**src/rtl/ifetch_stage.sv**
```systemverilog
// rtl/ifetch_stage.sv - instruction fetch stage: PC register, imem req/ack FSM, next-PC resolution
module ifetch_stage #(
   parameter logic [31:0] RESET_PC = 32'h0000_0000,
   parameter int          IMEM_AW  = 14
) (
   input  logic               clock,
   input  logic               reset,
   output logic               imem_req,
   output logic [IMEM_AW-1:0] imem_addr,
   input  logic               imem_ack,
   input  logic [31:0]        imem_rdata,
   output logic [31:0]        Instruction,
   output logic               inst_valid,
   output logic [31:0]        opcplus4,
   output logic [31:0]        pc,
   input  logic               stall,
   input  logic               Branch,
   input  logic               nBranch,
   input  logic               Jmp,
   input  logic               Jal,
   input  logic               Jr,
   input  logic               Zero,
   input  logic [31:0]        Addr_result,
   input  logic [31:0]        Read_data_1,
   output logic               pc_misalign
);

   typedef enum logic [1:0] {
      IDLE  = 2'd0,
      FETCH = 2'd1,
      EXEC  = 2'd2
   } state_t;

   state_t      state_q, state_d;
   logic [31:0] pc_q, pc_d;
   logic [31:0] instr_q, instr_d;
   logic        inst_valid_q, inst_valid_d;
   logic        imem_req_q, imem_req_d;
   logic        pc_misalign_q, pc_misalign_d;

   logic [31:0] seq_pc;
   logic [31:0] next_pc;
   logic        take_branch;

   assign seq_pc      = pc_q + 32'd4;
   assign take_branch = (Branch & Zero) | (nBranch & ~Zero);

   // Jr outranks jumps, which outrank conditional branches; targets are forced word aligned.
   always_comb begin
      next_pc = seq_pc;
      if (Jr) begin
         next_pc = Read_data_1 & ~32'h3;
      end else if (Jmp || Jal) begin
         next_pc = {seq_pc[31:28], instr_q[25:0], 2'b00};
      end else if (take_branch) begin
         next_pc = Addr_result & ~32'h3;
      end
   end

   always_comb begin
      state_d       = state_q;
      pc_d          = pc_q;
      instr_d       = instr_q;
      inst_valid_d  = inst_valid_q;
      imem_req_d    = imem_req_q;
      pc_misalign_d = pc_misalign_q;
      case (state_q)
         IDLE: begin
            state_d    = FETCH;
            imem_req_d = 1'b1;
         end
         FETCH: begin
            if (imem_ack) begin
               instr_d      = imem_rdata;
               inst_valid_d = 1'b1;
               imem_req_d   = 1'b0;
               state_d      = EXEC;
            end
         end
         EXEC: begin
            if (!stall) begin
               pc_d         = next_pc;
               inst_valid_d = 1'b0;
               imem_req_d   = 1'b1;
               state_d      = FETCH;
               if (Jr && (Read_data_1[1:0] != 2'b00)) begin
                  pc_misalign_d = 1'b1;
               end
            end
         end
         default: begin
            state_d    = IDLE;
            imem_req_d = 1'b0;
         end
      endcase
   end

   always_ff @(posedge clock or negedge reset) begin
      if (!reset) begin
         state_q       <= IDLE;
         pc_q          <= RESET_PC;
         instr_q       <= 32'h0;
         inst_valid_q  <= 1'b0;
         imem_req_q    <= 1'b0;
         pc_misalign_q <= 1'b0;
      end else begin
         state_q       <= state_d;
         pc_q          <= pc_d;
         instr_q       <= instr_d;
         inst_valid_q  <= inst_valid_d;
         imem_req_q    <= imem_req_d;
         pc_misalign_q <= pc_misalign_d;
      end
   end

   assign imem_req    = imem_req_q;
   assign imem_addr   = pc_q[IMEM_AW+1:2];
   assign Instruction = instr_q;
   assign inst_valid  = inst_valid_q;
   assign pc          = pc_q;
   assign opcplus4    = seq_pc;
   assign pc_misalign = pc_misalign_q;

endmodule

```
**config.mk**
```make
export PLATFORM = sky130hd
export DESIGN_NAME = ifetch_stage
export DESIGN_NICKNAME = d
export VERILOG_FILES = /design/src/rtl/ifetch_stage.sv
export SDC_FILE = /design/constraint.sdc
export NUM_CORES = 1
export LEC_CHECK = 0
export CAP_MARGIN = 20
export CORE_MARGIN = 2
export CORE_UTILIZATION = 30
export DETAILED_ROUTE_END_ITERATION = 6
export MAX_ROUTING_LAYER = met4
export PLACE_DENSITY = 0.74
export SKIP_CTS_REPAIR_TIMING = 1
export SLEW_MARGIN = 20
export SYNTH_ARGS = -nofsm -noshare
export SYNTH_HDL_FRONTEND = slang
export SYNTH_SLANG_ARGS = --single-unit
```
**constraint.sdc**
```tcl
create_clock -name clock -period 2.5 [get_ports clock]
set_clock_uncertainty 0.1 [all_clocks]
set_input_delay 0.5 -clock clock [delete_from_list [all_inputs] [get_ports clock]]
set_output_delay 0.5 -clock clock [all_outputs]
set_load 0.01 [all_outputs]
```
==> impl_metrics.tcl <==
set metrics [dict create \
    rrSetupSlack_ns 0.23 \
    grt.met3_usage_pct 4.38 \
    total_leakage_power_nw 3.42 \
    ios 219 \
    grt_pass1_vias 4801 \
    min_period_ns 2.77 \
    cts.sinks 66 \
    synth-edff-count 0 \
    core_area_sq_mm 0.0144 \
    core.rowCount 44 \
    p_per_area_mw_per_mm2 1090 \
    tritoncts "yes" \
    final.period_utilization_pct 111 \
    synthCells 465 \
    top_usage_layer "met2" \
    place_hpwl_um 13700 \
    vias 4975 \
    worstSetupPathDepth 5 \
    use_met2_pct 36.0 \
    wirelength_um 18000 \
    use_met1_pct 29.5 \
    pwr-share-clk_pct 17.1 \
    worstPathArrival_ns 2.17 \
    max_freq_mhz 361 \
    synthTopCellsByArea "dfrtp_1, mux2_2, nand2_1, buf_4, xnor2_1" \
    cap_violations 0 \
    criticalPathCategory "register to output port" \
    yosys_warnings 0 \
    reg2reg_to "pc[25]" \
    grt.total_usage_pct 22.6 \
    switchingPower_mw 3.18 \
    clock_latency_ns 0.34 \
    cp_top_family "simple AND/OR/NAND/NOR gates" \
    antenna_found_initial 0 \
    synthFlopType "dfrtp_1" \
    failed_checks "setup timing" \
    hold_viol 0 \
    avgViaCountPerCell 5.24 \
    cp-end-kind "output port" \
    post-route-util_pct 54.5 \
    fp.dieW_um 125 \
    p_int_mw 5.38 \
    critical_path_buf_inv_count 1 \
    fin_nets 867 \
    ys_async_sr_fraction_pct 100 \
    antenna_left 0 \
    area_growth_pct 79.4 \
    path_cells "nand4_4 -> or4_4 -> o31a_2 -> or2_4 -> clkbuf_2" \
    r2r_start "pc[5]" \
    pwr-share-seq_pct 23.8 \
    grt_pass1_wl_um 27000 \
    synth.avg_cell_area_sq_um 9.39 \
    crit_required_ns 1.90 \
    p_comb_share_pct 59.1 \
    place_inst 917 \
    r2r_cells 8 \
    cpMaxStageDelayCell "or4_4" \
    slew_viol_final 0 \
    drt_first_pass_iters 5 \
    ctsRootBufferMaster "clkbuf_16" \
    dieArea_sq_mm 0.0155 \
    synth_top_area_share_pct 37.8 \
    grt_max_degree 67 \
    crit_end "opcplus4[19]" \
    clockBufferDepth 2 \
    final_cells 949 \
    swShare_pct 37.2 \
    drc 0 \
    rsz0062_at_grt "true" \
    ir_drop_v 0.000721 \
    seq_area_frac_synth_pct 37.8 \
    antenna_cells 0 \
    start_util_pct 30.4 \
    avgRoutedWirePerCell_um 19.0 \
    synth_seq_cells 66 \
    crit_path_start_kind "register" \
    setup_viol_count_final 16 \
    stdcell_area_sq_mm 0.00783 \
    setup_ws_ns -0.271 \
    layout-drive-gt1-share_pct 30.1 \
    die_h_um 125 \
    overflow 0 \
    slowest_delay_ns 0.62 \
    path_clk_slew_ns 0.06 \
    worstPathMaxFanout 6 \
    cts_buffers 9 \
    cts_max_level 3 \
    startpoint "pc[5]" \
    netlist_area_sq_mm 0.00436 \
    min_path_type "input port to asynchronous set/reset pin" \
    gp_congestion 0.955 \
    synthDistinctLibCells 63 \
    place_area_sq_mm 0.00724 \
    status "finished, violations left" \
    portBuffers 212 \
    drt_iter0_markers 400 \
    synth_top_cell_by_area "dfrtp_1" \
]
==> per-layer routing <==
| layer | vias up | wire [um] |
|---|---|---|
| li1 | 2288 | - |
| met1 | 2413 | 7490 |
| met2 | 250 | 8880 |
| met3 | 24 | 1310 |
| met4 | 0 | 323 |
| met5 | - | 0 |
==> layout make-up <==
class	instances	area [sq um]
Fill cell	1246	6540
Tap cell	184	230
Clock inverter	6	105
Multi-Input combinational cell	348	2580
Inverter	7	26.3
Clock buffer	10	229
Sequential cell	66	1660
Timing Repair Buffer	328	3000
==> power groups by stage <==
stage                     clock, mW  combinational, mW  sequential, mW
after global placement            0               4.89            2.00
after CTS                      1.49               4.97            2.02
after global routing           1.54               5.36            2.11
after floorplan                   0               1.74            2.37
after detailed placement          0               4.95            2.03
final                          1.46               5.06            2.04
==> synthesized netlist by cell type, drive strengths merged, types with 5 or more instances <==
cell type / instances
dfrtp: 66
nand2: 50
mux2: 35
nor2: 26
clkbuf: 24
buf: 23
o21ai: 21
nand3: 19
nand2b: 16
xnor2: 15
a221oi: 13
nand4: 13
a21oi: 12
xor2: 12
nand3b: 10
and3: 9
nor3: 9
a31oi: 7
inv: 7
nor4: 6
o31ai: 6
a32o: 5
mux2i: 5
==> cell usage in the layout (no fill, tap or decap), types with 12 or more instances in the layout <==
cell type,netlist,final
mux2_2,35,35
clkdlybuf4s50_1,0,182
a21oi_1,12,12
buf_4,18,106
o21ai_0,21,21
nand3_1,18,17
nand2b_1,16,16
nand2_1,50,49
nand4_1,12,12
a221oi_1,13,13
buf_2,1,15
nor2_1,26,23
dfrtp_1,66,61
==> sequential cells by signal (all words and copies together) (netlist names) <==
name,flops
pc,30
imem_req,1
pc_misalign,1
state_q,1
Instruction,32
inst_valid,1
==> through the flow <==
stage | total power [mW] | hold WS, ns | TNS (ns) | worst slack [ns]
CTS | 8.49 | 0.0883 | -12.75 | -0.721
floorplan | 4.11 | 0.104 | 0 | 0.00671
global route | 9.01 | 0.0993 | -4.05 | -0.381
finish | 8.56 | 0.0683 | -2.36 | -0.271
global placement | 6.89 | 0.363 | -4.03 | -0.299
detailed placement | 6.98 | 0.371 | -4.78 | -0.353
==> cell families after synthesis <==
kind of cell             count (synthesis)  share of synthesized area [%]
AO/OA/AOI/OAI                          101                           16.9
other                                    1                         0.0859
buffers and inverters                   54                           7.28
adder cells (fa/ha/maj)                  1                          0.287
flip-flops                              66                           37.8
XOR/XNOR                                27                           5.42
AND/OR/NAND/NOR                        175                           22.0
multiplexers                            40                           10.2
==> worst register-to-register path: cells and delay by family, from the launching register on <==
kind | cells | cell delay [ns]
AND/OR/NAND/NOR | 4 | 0.98
buffers and inverters | 3 | 0.43
flip-flops | 1 | 0.38
multiplexers | 1 | 0.31
==> worst min path at each step <==
stage | cells after the start | end | slack [ns] | from
floorplan | 0 | Instruction[0] | 0.10 | reset
global placement | 1 | pc_misalign | 0.36 | pc_misalign
detailed placement | 2 | inst_valid | 0.37 | inst_valid
CTS | 2 | pc[10] | 0.09 | reset
global route | 2 | pc[9] | 0.1 | reset
finish | 2 | pc[10] | 0.07 | reset
Note: power is estimated with default switching activity, not from simulation.
==> patch 1: new RTL, config.mk and constraints unchanged <==
Re-encode `state_t` (3 states) as one-hot, 3 bits wide.
--- a/src/rtl/ifetch_stage.sv
+++ b/src/rtl/ifetch_stage.sv
@@ -25,10 +25,10 @@
    output logic               pc_misalign
 );
 
-   typedef enum logic [1:0] {
-      IDLE  = 2'd0,
-      FETCH = 2'd1,
-      EXEC  = 2'd2
+   typedef enum logic [2:0] {
+      IDLE  = 3'b001,
+      FETCH = 3'b010,
+      EXEC  = 3'b100
    } state_t;
 
    state_t      state_q, state_d;
Formal check against the unedited RTL: no difference found for any inputs over 10 cycles, from zero or initial values and one cycle with reset low; not proved beyond that.
==> patch 1 against the unedited design <==
The run still ends with negative setup slack left; sequential cell count is 2 higher; worst setup slack lost 100 ps; synthesized area up 3.5%; cell count up 2.1%; maximum frequency decreased by 3.6%; routed wire length increased by 0.61%; design area is 2.6% higher; total power shrank 5.2%; combinational power down 8.9%; global-route usage fell by 0.59 points; register-to-register slack got worse by 310 ps.
==> patch 1: results <==
group,metric,value,unit
yosys,avgSynthCellArea,9.01,um^2
cells_and_area,nets,887,
clocking,root_buffer,"clkbuf_16",
route,met1_length,7.63,mm
yosys,synth.area.top_cells,"dfrtp_1, mux2_2, xnor2_1",
global_route,grt_max_degree,38,
critical_path,critPathMaxStageDelay,600,ps
global_route,antenna_found_initial,0,
critical_path,crit_path_max_fanout,4,
global_route,first_global_vias,5011,
route,route.met3.wl,1.43,mm
yosys,synthTopCellsByCount,"dfrtp_1, nor2_1, nand2_1",
outcome,violations,"negative setup slack",
critical_path,critPathTopFamily,"simple AND/OR/NAND/NOR gates",
cells_and_area,drive_gt1_frac,0.292,
power,p_leak,3.50,nW
route,wl_met2,8.48,mm
yosys,yosysSeqAreaShare,0.377,
critical_path,slowest_stage,"or4_4",
route,drtPass1Iterations,5,
timing,slew_headroom,0.653,
route,wl_per_cell,18.7,um
clocking,cts_buffers,9,
route,top_layer_used,"met4",
power,ir_worst_vdd,0.521,mV
route,first_iter_violations,272,
global_route,grt_pass1_wl,26.9,mm
place,numPlacedInstances,944,
route,wl,18.1,mm
place,dp_hpwl,14.2,mm
yosys,synth_cell_types,66,
worst_hold_path,hp-class,"in2async",
critical_path,crit_arrival,2270,ps
clocking,cts_buffer_depth,2,
yosys,ys_warn_count,0,
clocking,clock_latency,330,ps
clocking,cts_max_level,3,
global_route,track_usage,0.221,
cells_and_area,num-fill-cells,1306,
place,portBuffers,212,
place,gp_congestion,0.973,
critical_path,r2r_cells,8,
clocking,clk_transition_reported_paths,60,ps
cells_and_area,largest_reg_flops,32,
outcome,status,"complete, but fails checks",
route,viasPerCell,5.28,
timing,layout_setup_ws,-374,ps
yosys,async_flop_share,1.00,
cells_and_area,n_antenna_cell,0,
timing,setup_viol,9,
place,pre_cts_ws,-286,ps
patch 1: cell types whose count changed in the layout (fill, tap and decap cells not counted), sizes merged, moves of 6 or more:
| cell | delta |
|---|---|
| o21ai | +7 |
| nor2 | +15 |
| nand3b | -8 |
| buf | -6 |
| nand2b | -6 |
| nand2 | -10 |
| a221oi | -6 |
patch 1: metrics by stage:
stage,cell area [um^2],TNS (ps)
2_1_floorplan,4530,0
3_3_place_gp,7430,-3360
3_5_place_dp,7430,-4770
4_1_cts,7750,-11980
5_1_grt,8040,-2610
6_report,8040,-1460
patch 1: kinds of logic (layout without fill, tap and decap cells):
group	count (synthesis)	count (layout)	share of synthesized area
buffers and inverters	65	346	0.0712
AOI/OAI and AO/OA	123	123	0.192
adders and majority gates	1	1	0.00277
muxes	37	37	0.0914
and+or+nand+nor	178	178	0.211
other	1	4	0.000830
xor gates and xnor gates	28	28	0.0543
DFF	68	68	0.377
patch 1: per-layer routing:
layer / GRT usage / vias up
met4: 0.0853 / 0
met2: 0.337 / 250
met3: 0.0477 / 36
met5: - / -
li1: - / 2399
met1: 0.288 / 2434
patch 1: area by class of cell:
cell class              count  share of cell area
repair buffers            323               0.370
multi-input cells         371               0.345
clock buffers              10              0.0297
inverters                   7             0.00327
well taps                 184              0.0286
clock inverters             6              0.0109
flip-flops and latches     68               0.212
patch 1: report_power, final:
part | total, mW | internal, mW | switching [mW]
clock | 1.41 | 0.901 | 0.509
sequential | 2.10 | 1.64 | 0.459
combinational | 4.61 | 2.55 | 2.06
total | 8.12 | 5.09 | 3.03
patch 1: final timing paths:
check | start | endpoint | slack [ps]
setup / recovery | pc[8] | opcplus4[26] | -370
setup reg to reg | pc[8] | pc[26] | -80
hold / removal | reset | pc[8] | 30
hold reg to reg | pc_misalign | pc_misalign | 380
min in group clock | pc_misalign | pc_misalign | 380
max in group asynchronous | reset | Instruction[20] | 1690
==> patch 2: new RTL, same flow settings <==
Without the edit above. The parameter `IMEM_AW` goes from 14 to 13.
--- a/src/rtl/ifetch_stage.sv
+++ b/src/rtl/ifetch_stage.sv
@@ -1,7 +1,7 @@
 // rtl/ifetch_stage.sv - instruction fetch stage: PC register, imem req/ack FSM, next-PC resolution
 module ifetch_stage #(
    parameter logic [31:0] RESET_PC = 32'h0000_0000,
-   parameter int          IMEM_AW  = 14
+   parameter int          IMEM_AW  = 13
 ) (
    input  logic               clock,
    input  logic               reset,
Ports: changed (resized imem_addr); port bits go from 219 to 218. The function was not compared with the original's and may differ.
==> patch 2 against the unedited design <==
The flow still finishes with violations (negative setup slack); hold slack better by 17 ps; non-clock buffer count down 9; sequential share of layout area increased by 0.48 points; worst setup slack got worse by 38 ps; die area fell by 0.16%; routed wire length fell by 3.2%; total power is 4.1% lower; design area fell by 2.2%; count of clock-buffer cells in the layout increased by 4; synthesized area is 0.17% lower; sequential cell count is the same; first-iteration DRC count down 39%; critical path type unchanged; largest cell class unchanged; largest power group unchanged.
==> patch 2: results <==
group,metric,value,unit
outcome,status,"complete, but fails checks",
outcome,violations,"negative setup slack",
cells_and_area,num-fill-cells,1289,
critical_path,crit_path_max_fanout,5,
global_route,grt_pass1_wl,26.7,mm
yosys,yosysSeqAreaShare,0.379,
clocking,clk_transition_reported_paths,60,ps
global_route,grt_max_degree,48,
timing,layout_setup_ws,-308,ps
global_route,grt_util_met2,0.351,
timing,setup_viol,17,
place,portBuffers,211,
power,p_comb_frac,0.599,
power,p_leak,3.32,nW
cells_and_area,largest_reg_flops,32,
critical_path,critPathMaxStageDelay,600,ps
place,placedInstanceArea,7180,um^2
cells_and_area,n_antenna_cell,0,
cells_and_area,drive_gt1_frac,0.287,
power,pwr-share-seq,0.245,
critical_path,r2r_end,"pc[27]",
route,wl_per_cell,18.5,um
global_route,track_usage,0.223,
clocking,clock_latency,320,ps
route,route.met3.wl,1.17,mm
route,met1_length,7.46,mm
route,first_iter_violations,243,
timing,holdWs,85.3,ps
route,vias,4888,
clocking,cts_buffers,9,
global_route,use_met3,0.0417,
place,dp_hpwl,13.6,mm
critical_path,r2r_start,"pc[8]",
cells_and_area,nets,858,
route,wl_met2,8.40,mm
global_route,grtUsageMet1,0.293,
critical_path,crit_arrival,2210,ps
place,numPlacedInstances,914,
cells_and_area,fin_cells,940,
yosys,avgSynthCellArea,9.39,um^2
yosys,synth.area.top_cells,"dfrtp_1, mux2_2, nand2_1",
place,gp_congestion,0.946,
power,ir_worst_vdd,0.607,mV
power,p_int,5.16,mW
critical_path,critPathTopFamily,"simple AND/OR/NAND/NOR gates",
## patch 2: cell types whose count changed after synthesis
cell / unedited run / this run
buf_4: 18 / 17
## patch 2: worst max-delay path by stage
stage | startpoint | to | slack (ps) | cells after the start
after global routing | pc[8] | opcplus4[19] | -340 | 6
after CTS | pc[2] | opcplus4[19] | -690 | 5
after floorplan | pc[12] | opcplus4[29] | 7 | 7
final | pc[8] | opcplus4[19] | -310 | 6
after detailed placement | pc[3] | opcplus4[19] | -330 | 5
after global placement | pc[2] | opcplus4[19] | -290 | 5
## patch 2: cell type report
| cell class | count | area [um^2] | area share |
|---|---|---|---|
| well taps | 184 | 230 | 0.0301 |
| inverters | 7 | 26.3 | 0.00343 |
| clock inverters | 2 | 35.0 | 0.00457 |
| multi-input cells | 348 | 2550 | 0.333 |
| clock buffers | 14 | 264 | 0.0345 |
| flip-flops and latches | 66 | 1660 | 0.216 |
| repair buffers | 319 | 2890 | 0.378 |
## patch 2: metrics by stage
stage | setup TNS [ps] | power [mW] | setup WS, ps
floorplan | 0 | 4.10 | 6.73
finish | -1990 | 8.21 | -308
detailed placement | -4030 | 6.90 | -332
CTS | -11850 | 8.22 | -687
global route | -3610 | 8.68 | -339
global placement | -3410 | 6.81 | -289
## patch 2: cells by family after synthesis
| kind of cell | count (synthesis) | synth area share |
|---|---|---|
| buffers and inverters | 53 | 0.0712 |
| AOI/OAI and AO/OA | 101 | 0.169 |
| other | 1 | 0.000861 |
| muxes | 40 | 0.102 |
| adders and majority gates | 1 | 0.00287 |
| DFF | 66 | 0.379 |
| and+or+nand+nor | 175 | 0.221 |
| xor gates and xnor gates | 27 | 0.0543 |
